[config.mk]
export PLATFORM = sky130hd
export DESIGN_NAME = wptr_full
export DESIGN_NICKNAME = d
export VERILOG_FILES = /design/src/rtl/fifo_pkg.sv /design/src/rtl/sync_r2w.sv /design/src/rtl/wptr_full.sv
export SDC_FILE = /design/constraint.sdc
export NUM_CORES = 1
export LEC_CHECK = 0
export CORE_MARGIN = 4
export CORE_UTILIZATION = 47
export DETAILED_ROUTE_END_ITERATION = 8
export PLACE_DENSITY = 0.86
export REMOVE_ABC_BUFFERS = 1
export SETUP_SLACK_MARGIN = 0.4
export SYNTH_ARGS = -nofsm -noshare
export SYNTH_HDL_FRONTEND = slang
export SYNTH_SLANG_ARGS = --single-unit
[constraint.sdc]
create_clock -name wclk -period 3.25 [get_ports wclk]
set_input_delay 0.65 -clock wclk [delete_from_list [all_inputs] [get_ports wclk]]
set_output_delay 0.65 -clock wclk [all_outputs]
set_load 0.005 [all_outputs]
[src/rtl/fifo_pkg.sv]
// Shared async-FIFO helpers: Gray/binary conversion and the default address width.
package fifo_pkg;

    localparam int unsigned FIFO_ADDRSIZE = 4;
    localparam int unsigned CODE_W        = 32;

    // Width-generic: callers zero-extend into CODE_W bits and truncate the result.
    function automatic logic [CODE_W-1:0] bin2gray(input logic [CODE_W-1:0] b);
        return b ^ (b >> 1);
    endfunction

    function automatic logic [CODE_W-1:0] gray2bin(input logic [CODE_W-1:0] g);
        logic [CODE_W-1:0] b;
        b = g;
        for (int i = 1; i < int'(CODE_W); i++) begin
            b = b ^ (g >> i);
        end
        return b;
    endfunction

endpackage

[src/rtl/sync_r2w.sv]
// Read-pointer synchronizer into the write clock domain: plain flop chain.
module sync_r2w #(
    parameter int unsigned WIDTH       = 5,
    parameter int unsigned SYNC_STAGES = 2
) (
    input  logic             wclk,
    input  logic             wrst,
    input  logic [WIDTH-1:0] i_rptr,
    output logic [WIDTH-1:0] o_wq_rptr
);

    logic [WIDTH-1:0] r_q [SYNC_STAGES];

    always_ff @(posedge wclk) begin
        if (wrst) begin
            for (int i = 0; i < int'(SYNC_STAGES); i++) begin
                r_q[i] <= '0;
            end
        end else begin
            r_q[0] <= i_rptr;
            for (int i = 1; i < int'(SYNC_STAGES); i++) begin
                r_q[i] <= r_q[i-1];
            end
        end
    end

    assign o_wq_rptr = r_q[SYNC_STAGES-1];

endmodule

[src/rtl/wptr_full.sv]
// Write-side pointer, full/almost-full, fill level and sticky overflow for the async FIFO.
module wptr_full
    import fifo_pkg::*;
#(
    parameter int unsigned ADDRSIZE     = FIFO_ADDRSIZE,
    parameter int unsigned AFULL_THRESH = 12,
    parameter int unsigned SYNC_STAGES  = 2
) (
    input  logic                wclk,
    input  logic                wrst,
    input  logic                winc,
    input  logic [ADDRSIZE:0]   rptr,
    output logic [ADDRSIZE-1:0] waddr,
    output logic                wclken,
    output logic [ADDRSIZE:0]   wptr,
    output logic                wfull,
    output logic                walmost_full,
    output logic [ADDRSIZE:0]   wlevel,
    output logic                wovf
);

    localparam int unsigned PW = ADDRSIZE + 1;

    logic [PW-1:0] r_wbin;
    logic [PW-1:0] r_wptr;
    logic          r_wfull;
    logic          r_walmost_full;
    logic [PW-1:0] r_wlevel;
    logic          r_wovf;

    logic [PW-1:0] w_wq2_rptr;
    logic [PW-1:0] w_wbinnext;
    logic [PW-1:0] w_wgraynext;
    logic [PW-1:0] w_rbin;
    logic [PW-1:0] w_level_next;
    logic [PW-1:0] w_full_cmp;

    sync_r2w #(
        .WIDTH       (PW),
        .SYNC_STAGES (SYNC_STAGES)
    ) u_sync_r2w (
        .wclk      (wclk),
        .wrst      (wrst),
        .i_rptr    (rptr),
        .o_wq_rptr (w_wq2_rptr)
    );

    assign wclken = winc & ~r_wfull;

    // Next pointer and the level it implies against the synchronized read pointer.
    assign w_wbinnext   = r_wbin + PW'(wclken);
    assign w_wgraynext  = PW'(bin2gray(CODE_W'(w_wbinnext)));
    assign w_rbin       = PW'(gray2bin(CODE_W'(w_wq2_rptr)));
    assign w_level_next = w_wbinnext - w_rbin;
    // Full when the write pointer is exactly one lap ahead: top two Gray bits inverted.
    assign w_full_cmp   = {~w_wq2_rptr[ADDRSIZE:ADDRSIZE-1], w_wq2_rptr[ADDRSIZE-2:0]};

    always_ff @(posedge wclk) begin
        if (wrst) begin
            r_wbin         <= '0;
            r_wptr         <= '0;
            r_wfull        <= 1'b0;
            r_walmost_full <= 1'b0;
            r_wlevel       <= '0;
            r_wovf         <= 1'b0;
        end else begin
            r_wbin         <= w_wbinnext;
            r_wptr         <= w_wgraynext;
            r_wfull        <= (w_wgraynext == w_full_cmp);
            r_walmost_full <= (w_level_next >= PW'(AFULL_THRESH));
            r_wlevel       <= w_level_next;
            if (winc && r_wfull) begin
                r_wovf <= 1'b1;
            end
        end
    end

    assign waddr        = r_wbin[ADDRSIZE-1:0];
    assign wptr         = r_wptr;
    assign wfull        = r_wfull;
    assign walmost_full = r_walmost_full;
    assign wlevel       = r_wlevel;
    assign wovf         = r_wovf;

endmodule

==> results of run 1 <==
-- flip-flops by register name (all words and copies together), names as in the netlist --
register,count
r_wbin,4
wlevel,5
wfull,1
u_sync_r2w.r_q,10
walmost_full,1
wovf,1
wptr,5
-- cell usage in the layout, fill, tap and decap left out --
cell	Yosys	final
a21o_1	2	2
a21oi_1	3	3
and3_1	2	2
buf_4	0	3
clkbuf_4	0	3
clkdlybuf4s50_1	0	25
clkinv_2	0	1
dfxtp_1	27	27
fa_1	1	1
ha_1	6	5
ha_2	0	1
inv_1	6	6
nand3_1	2	2
nor2_1	14	14
nor2b_1	13	13
nor3_1	2	2
o221a_1	1	1
o2bb2ai_1	1	1
xnor2_1	8	8
xor2_1	9	9
xor2_2	1	1
xor2_4	1	1
-- path summary, 6_finish.rpt --
path	from	to	depth (start not counted)
setup reg to reg	u_sync_r2w.r_q[0][8]	walmost_full	11
setup / recovery	winc	walmost_full	11
hold reg to reg	u_sync_r2w.r_q[0][2]	u_sync_r2w.r_q[0][7]	1
hold / removal	u_sync_r2w.r_q[0][2]	u_sync_r2w.r_q[0][7]	1
-- kinds of logic after synthesis --
family / Yosys count / share of synthesized area
simple gates: 33 / 0.154
fa+ha+maj: 7 / 0.0882
flops: 27 / 0.501
xor+xnor: 19 / 0.179
compound gates: 7 / 0.0464
buf+inv: 9 / 0.0313
-- routing by layer --
layer | routed length (microns) | up-vias | part of all wire | track usage
met5 | 0 | - | 0 | 0
met2 | 978 | 21 | 0.53 | 0.243
met3 | 105 | 3 | 0.057 | 0.0232
li1 | - | 381 | - | -
met1 | 743 | 345 | 0.40 | 0.138
met4 | 23 | 0 | 0.012 | 0.0610
-- critical path, stage by stage --
cell             delay [ps]
clkdlybuf4s50_1         410
nor2b_1                 150
ha_1                    200
ha_2                    400
inv_1                    90
fa_1                    460
inv_1                    80
a21o_1                  120
a21oi_1                  70
xor2_1                  190
o2bb2ai_1               100
-- final cells by class --
class,count,area share
clock buffers,3,0.0160
repair buffers,28,0.194
flip-flops and latches,27,0.385
multi-input cells,66,0.361
clock inverters,1,0.00356
inverters,6,0.0160
well taps,28,0.0249
-- report_power, final --
group | switching [uW] | total, uW | internal [uW]
clock network | 94.2 | 140 | 46.1
logic | 71.8 | 171 | 99.1
registers | 9.17 | 370 | 361
total | 175 | 681 | 506
-- metrics by stage --
step	hold slack [ps]	worst slack [ps]	utilization
2_1_floorplan	414	759	-
3_3_place_gp	419	283	0.628
3_5_place_dp	420	210	0.628
4_1_cts	454	520	0.640
5_1_grt	471	413	0.641
6_report	451	536	0.641
-- timing repair --
| item | CTS | global route |
|---|---|---|
| resized for setup | 0 | 1 |
| setup buffers | 0 | 0 |
| endpoints found under the setup margin | 0 | 1 |
==> flow_metrics.py, run 1 <==
metrics = {
    "synthesis": {
        "most_frequent_cell_after_synthesis": "dfxtp_1",
        "synth_async_sr_flop_share": 0,
        "post-synth-top-area-fraction": 0.501,
        "synth.distinct_cells": 18,
        "yosys_register_bits": 27,
        "top_area_cells_in_the_synthesized_netlist": "dfxtp_1, nor2b_1, xor2_1",
        "synth-edff-count": 0,
        "syn_inst": 102,
        "synth_warnings": 0,
        "synthDominantAreaCellType": "dfxtp_1",
        "synth_area_sq_mm": 0.00108,
        "syn_avg_cell_area_sq_um": 10.6,
        "synth_top_flop_cell": "dfxtp_1",
        "synth_seq_area_share": 0.501,
        "synth_common_cells": "dfxtp_1, nor2_1, nor2b_1",
    },
    "worst_hold_path": {
        "min-delay-path-class": "flip-flop to flip-flop",
    },
    "global_route": {
        "grtUsageTotal": 0.130,
        "global_route.overflow_total": 0,
        "global_route_wire_length_before_repair_microns": 3220,
        "first_global_vias": 768,
        "grt_start_max_net_pins": 18,
        "grt_antenna_before_repair": 0,
    },
    "critical_path": {
        "path_class": "input port to flip-flop",
        "critPathArrivalTime_ps": 2920,
        "cp_data_required_time_ps": 3450,
        "rrSetupSlack_ps": 630,
        "end_kind": "flip-flop",
        "start_kind": "input port",
        "worstPathMaxFanout": 6,
    },
    "finish": {
        "filler_cells": 191,
        "multiInputGateArea_sq_um": 507,
        "number_of_non_filler_instances_in_the_completed_layout": 159,
        "stdcell_area_sq_mm": 0.00141,
        "sequential_cell_area_sq_um": 541,
        "final_layout_size_suffix_gt1_frac": 0.0763,
        "final_nets": 147,
        "flow.area_growth_from_synthesis_pct": 30.3,
        "antenna_cells": 0,
    },
    "routing": {
        "routed_wirelength_microns": 1850,
        "via_count": 750,
        "vias_per_cell": 4.72,
        "route.detailed.drc": 0,
        "detailedRoute.firstIterationViolations": 8,
        "ant_nets": 0,
        "drtPass1Iterations": 4,
        "routed_wire_length_per_instance_microns": 11.6,
    },
    "floorplanning": {
        "die_h_microns": 55.9,
        "boundaryPins": 26,
        "die_x_microns": 55.9,
        "die_area_sq_mm": 0.00313,
        "placementRows": 17,
        "core_sq_mm": 0.00219,
        "initial_utilization": 0.492,
    },
    "clocking": {
        "register_clock_pin_slew_on_the_reported_worst_setup_and_hold_paths_ps": 140,
        "cts.htree.levels": 1,
        "tritoncts.num_buffers": 3,
        "clk_path_buf_depth": 2,
        "tritoncts_num_sinks": 27,
        "clock_latency_ps": 320,
        "tritoncts": "yes",
        "cts_hold_buf": 0,
        "clock-root-buffer": "clkbuf_4",
    },
    "timing": {
        "layout_worst_path_cycle_share": 0.835,
        "max-slew-margin-rel": 0.613,
        "fmaxAchievable_ghz": 0.368,
        "report.final.setup_viol": 0,
        "fin_tns_setup_ps": 0,
        "rsz0062_at_grt": "no",
        "timing.final.crit_period_ps": 2710,
        "worst_tran_pin_value_ps": 579,
        "timing.clock.skew_ps": 9.08,
        "timing_hold_violations_final": 0,
        "report.final.slew_viol_count": 0,
    },
    "pwr": {
        "power.density_cell_area_mw_per_mm2": 485,
        "max-vdd-ir-drop_v": 0.000376,
        "leakage_uw": 0.000599,
        "finalPower_uw": 681,
    },
    "placed_design": {
        "placed_cells_incl_taps": 155,
        "postPlaceCellArea_sq_mm": 0.00138,
        "dp_hpwl_microns": 1460,
        "gp_congestion": 0.826,
        "port-buffer-count": 25,
    },
    "flow_run": {
        "cap_viol_max_count": 0,
    },
    "outcome": {
        "status": "finished clean",
    },
}
Note: power is estimated with default switching activity, not from simulation.
==> inputs of run 2 (changes only) <==
- CORE_UTILIZATION: 47 -> 43
- PLACE_DENSITY: 0.86 -> 0.84
- clock period: 3.25 -> 2.32 ns (I/O delays scaled with it)
==> run 2 against run 1 <==
The flow now finishes with violations (setup timing). Sequential power rose by 41%. Die area up 7.9%. Setup slack worse by 560 ps. Flip-flop and latch count did not move. Critical endpoint unchanged. Largest cell class is now multi-input combinational cells. Highest routed layer unchanged.
==> flow_metrics.py, run 2 (synthesized netlist as in run 1, its figures left out) <==
metrics = {
    "finish": {
        "stdcell_area_sq_mm": 0.00169,
        "final_nets": 165,
        "antenna_cells": 0,
        "flow.area_growth_from_synthesis_pct": 56.8,
        "filler_cells": 165,
        "largest-register": "u_sync_r2w.r_q",
        "final_layout_size_suffix_gt1_frac": 0.329,
        "leading_cell_types_in_the_layout_fill_and_taps_excluded": "clkdlybuf4s50_1, dfxtp_1, buf_4, nor2_1, nor2b_1",
        "layout.cells.most_common": "clkdlybuf4s50_1",
        "number_of_non_filler_instances_in_the_completed_layout": 177,
        "final_core_utilization": 0.736,
        "largest_register_ffs": 10,
    },
    "pwr": {
        "leakage_uw": 0.000708,
        "sequentialPowerShare": 0.492,
        "proportion_of_power_drawn_by_the_clock_network": 0.189,
        "power_switching_share": 0.269,
        "max-vdd-ir-drop_v": 0.000440,
        "internal_power_uw": 775,
        "p_comb_frac": 0.319,
        "power.density_cell_area_mw_per_mm2": 627,
        "net-switching-power_uw": 285,
    },
    "routing": {
        "detailedRoute.firstIterationViolations": 24,
        "drtPass1Iterations": 4,
        "via_count": 841,
        "vias_per_cell": 4.75,
        "ant_nets": 0,
        "routed_wire_length_per_instance_microns": 13.3,
        "routed_wirelength_microns": 2350,
        "route.detailed.drc": 0,
    },
    "clocking": {
        "clock_latency_ps": 320,
        "tritoncts_num_sinks": 27,
        "cts_hold_buf": 0,
        "clk_path_buf_depth": 2,
        "tritoncts": "yes",
        "register_clock_pin_slew_on_the_reported_worst_setup_and_hold_paths_ps": 130,
        "clock-root-buffer": "clkbuf_4",
        "tritoncts.num_buffers": 3,
        "cts.htree.levels": 1,
    },
    "floorplanning": {
        "die_h_microns": 58.1,
        "die_area_sq_mm": 0.00337,
        "initial_utilization": 0.469,
        "placementRows": 17,
        "core_sq_mm": 0.00230,
        "boundaryPins": 26,
        "die_x_microns": 58.1,
    },
    "worst_hold_path": {
        "min-delay-path-class": "flip-flop to flip-flop",
        "hold_depth": 1,
    },
    "timing": {
        "timing_hold_violations_final": 0,
        "fin_tns_setup_ps": -41.3,
        "rsz0062_at_grt": "yes",
        "fmaxAchievable_ghz": 0.427,
        "report.final.setup_viol": 2,
        "report.final.slew_viol_count": 0,
        "max-slew-margin-rel": 0.705,
        "worst_tran_pin_value_ps": 442,
        "layout_worst_path_cycle_share": 1.01,
        "timing.final.crit_period_ps": 2340,
        "finalWorstSetupSlack_ps": -23.9,
        "timing.clock.skew_ps": 9.80,
        "worst_hold_slack_ps": 448,
    },
    "placed_design": {
        "postPlaceCellArea_sq_mm": 0.00148,
        "placed_cells_incl_taps": 169,
        "dp_hpwl_microns": 1710,
        "port-buffer-count": 25,
        "gp_congestion": 0.892,
    },
    "critical_path": {
        "start_kind": "flip-flop",
        "slowest_cp_cell": "dfxtp_4",
        "worstPathCellList": "xnor2_4 > xor2_2 > xor2_2 > xnor2_1 > ha_2 > fa_2 > inv_2 > a21o_1 > a21oi_2 > xor2_1 > o2bb2ai_1",
        "rr_worst_depth": 11,
        "cp_data_required_time_ps": 2530,
        "critPathArrivalTime_ps": 2550,
        "worstPathMaxFanout": 2,
        "critical_path.most_common_cell": "xor2_2",
        "path_class": "flip-flop to flip-flop",
        "end_kind": "flip-flop",
        "cpPeakStageDelay_ps": 390,
    },
    "outcome": {
        "violations_in_the_final_reports": "setup timing",
        "status": "finished, violations left",
    },
    "global_route": {
        "global_route.overflow_total": 0,
        "grt_start_max_net_pins": 16,
        "grtUsageTotal": 0.154,
        "first_global_vias": 888,
        "global_route_wire_length_before_repair_microns": 3900,
        "grt_antenna_before_repair": 0,
    },
    "flow_run": {
        "cap_viol_max_count": 0,
    },
}
## run 2: cell types whose count changed in the layout (fill, tap and decap cells not counted), sizes merged
cell           before  now
buf                 3   21
clkbuf              3    4
clkdlybuf4s50      25   24
clkinv              1    0
dlygate4sd2         0    1
## run 2: power groups by stage
stage / sequential [uW] / clock [uW] / combinational [uW]
2_1_floorplan: 534 / 0 / 119
3_3_place_gp: 529 / 0 / 268
3_5_place_dp: 530 / 0 / 284
4_1_cts: 522 / 206 / 319
5_1_grt: 527 / 232 / 367
6_report: 522 / 200 / 339
## run 2: worst paths after layout
check	startpoint	to	slack (ps)
setup / recovery	u_sync_r2w.r_q[0][8]	walmost_full	-20
hold / removal	u_sync_r2w.r_q[0][3]	u_sync_r2w.r_q[0][8]	450
setup reg to reg	u_sync_r2w.r_q[0][8]	walmost_full	-20
hold reg to reg	u_sync_r2w.r_q[0][3]	u_sync_r2w.r_q[0][8]	450
## run 2: area by class of cell
| class | instances | area, sq um | share of cell area |
|---|---|---|---|
| Clock buffer | 4 | 26.3 | 0.0155 |
| Tap cell | 28 | 35.0 | 0.0207 |
| Sequential cell | 27 | 551 | 0.325 |
| Inverter | 6 | 22.5 | 0.0133 |
| Timing Repair Buffer | 46 | 410 | 0.243 |
| Multi-Input combinational cell | 66 | 647 | 0.382 |
## run 2: metrics by stage
stage	worst slack [ps]	power, uW
6_report	-23.9	1060
2_1_floorplan	15.5	654
3_5_place_dp	-533	814
4_1_cts	-45.2	1050
5_1_grt	-176	1130
3_3_place_gp	-379	797
## run 2: timing repair
action	CTS	global route
cloned	0	0
setup buffers	3	1
pin swaps	16	6
setup endpoints to repair	10	7
resized for setup	22	12
## run 2: critical path: cells and delay by family (launching register included)
| kind | cells | cell delay, ps |
|---|---|---|
| XOR/XNOR | 5 | 980 |
| AO/OA/AOI/OAI | 3 | 400 |
| buffers and inverters | 1 | 40 |
| adder cells (fa/ha/maj) | 2 | 440 |
| flip-flops | 1 | 390 |
## run 2: layer usage
| metal | up-vias | track usage | wire (microns) |
|---|---|---|---|
| met3 | 8 | 0.0267 | 126 |
| met2 | 27 | 0.287 | 1270 |
| met1 | 396 | 0.163 | 873 |
| li1 | 410 | - | - |
| met4 | 0 | 0.0795 | 78 |
| met5 | - | 0 | 0 |
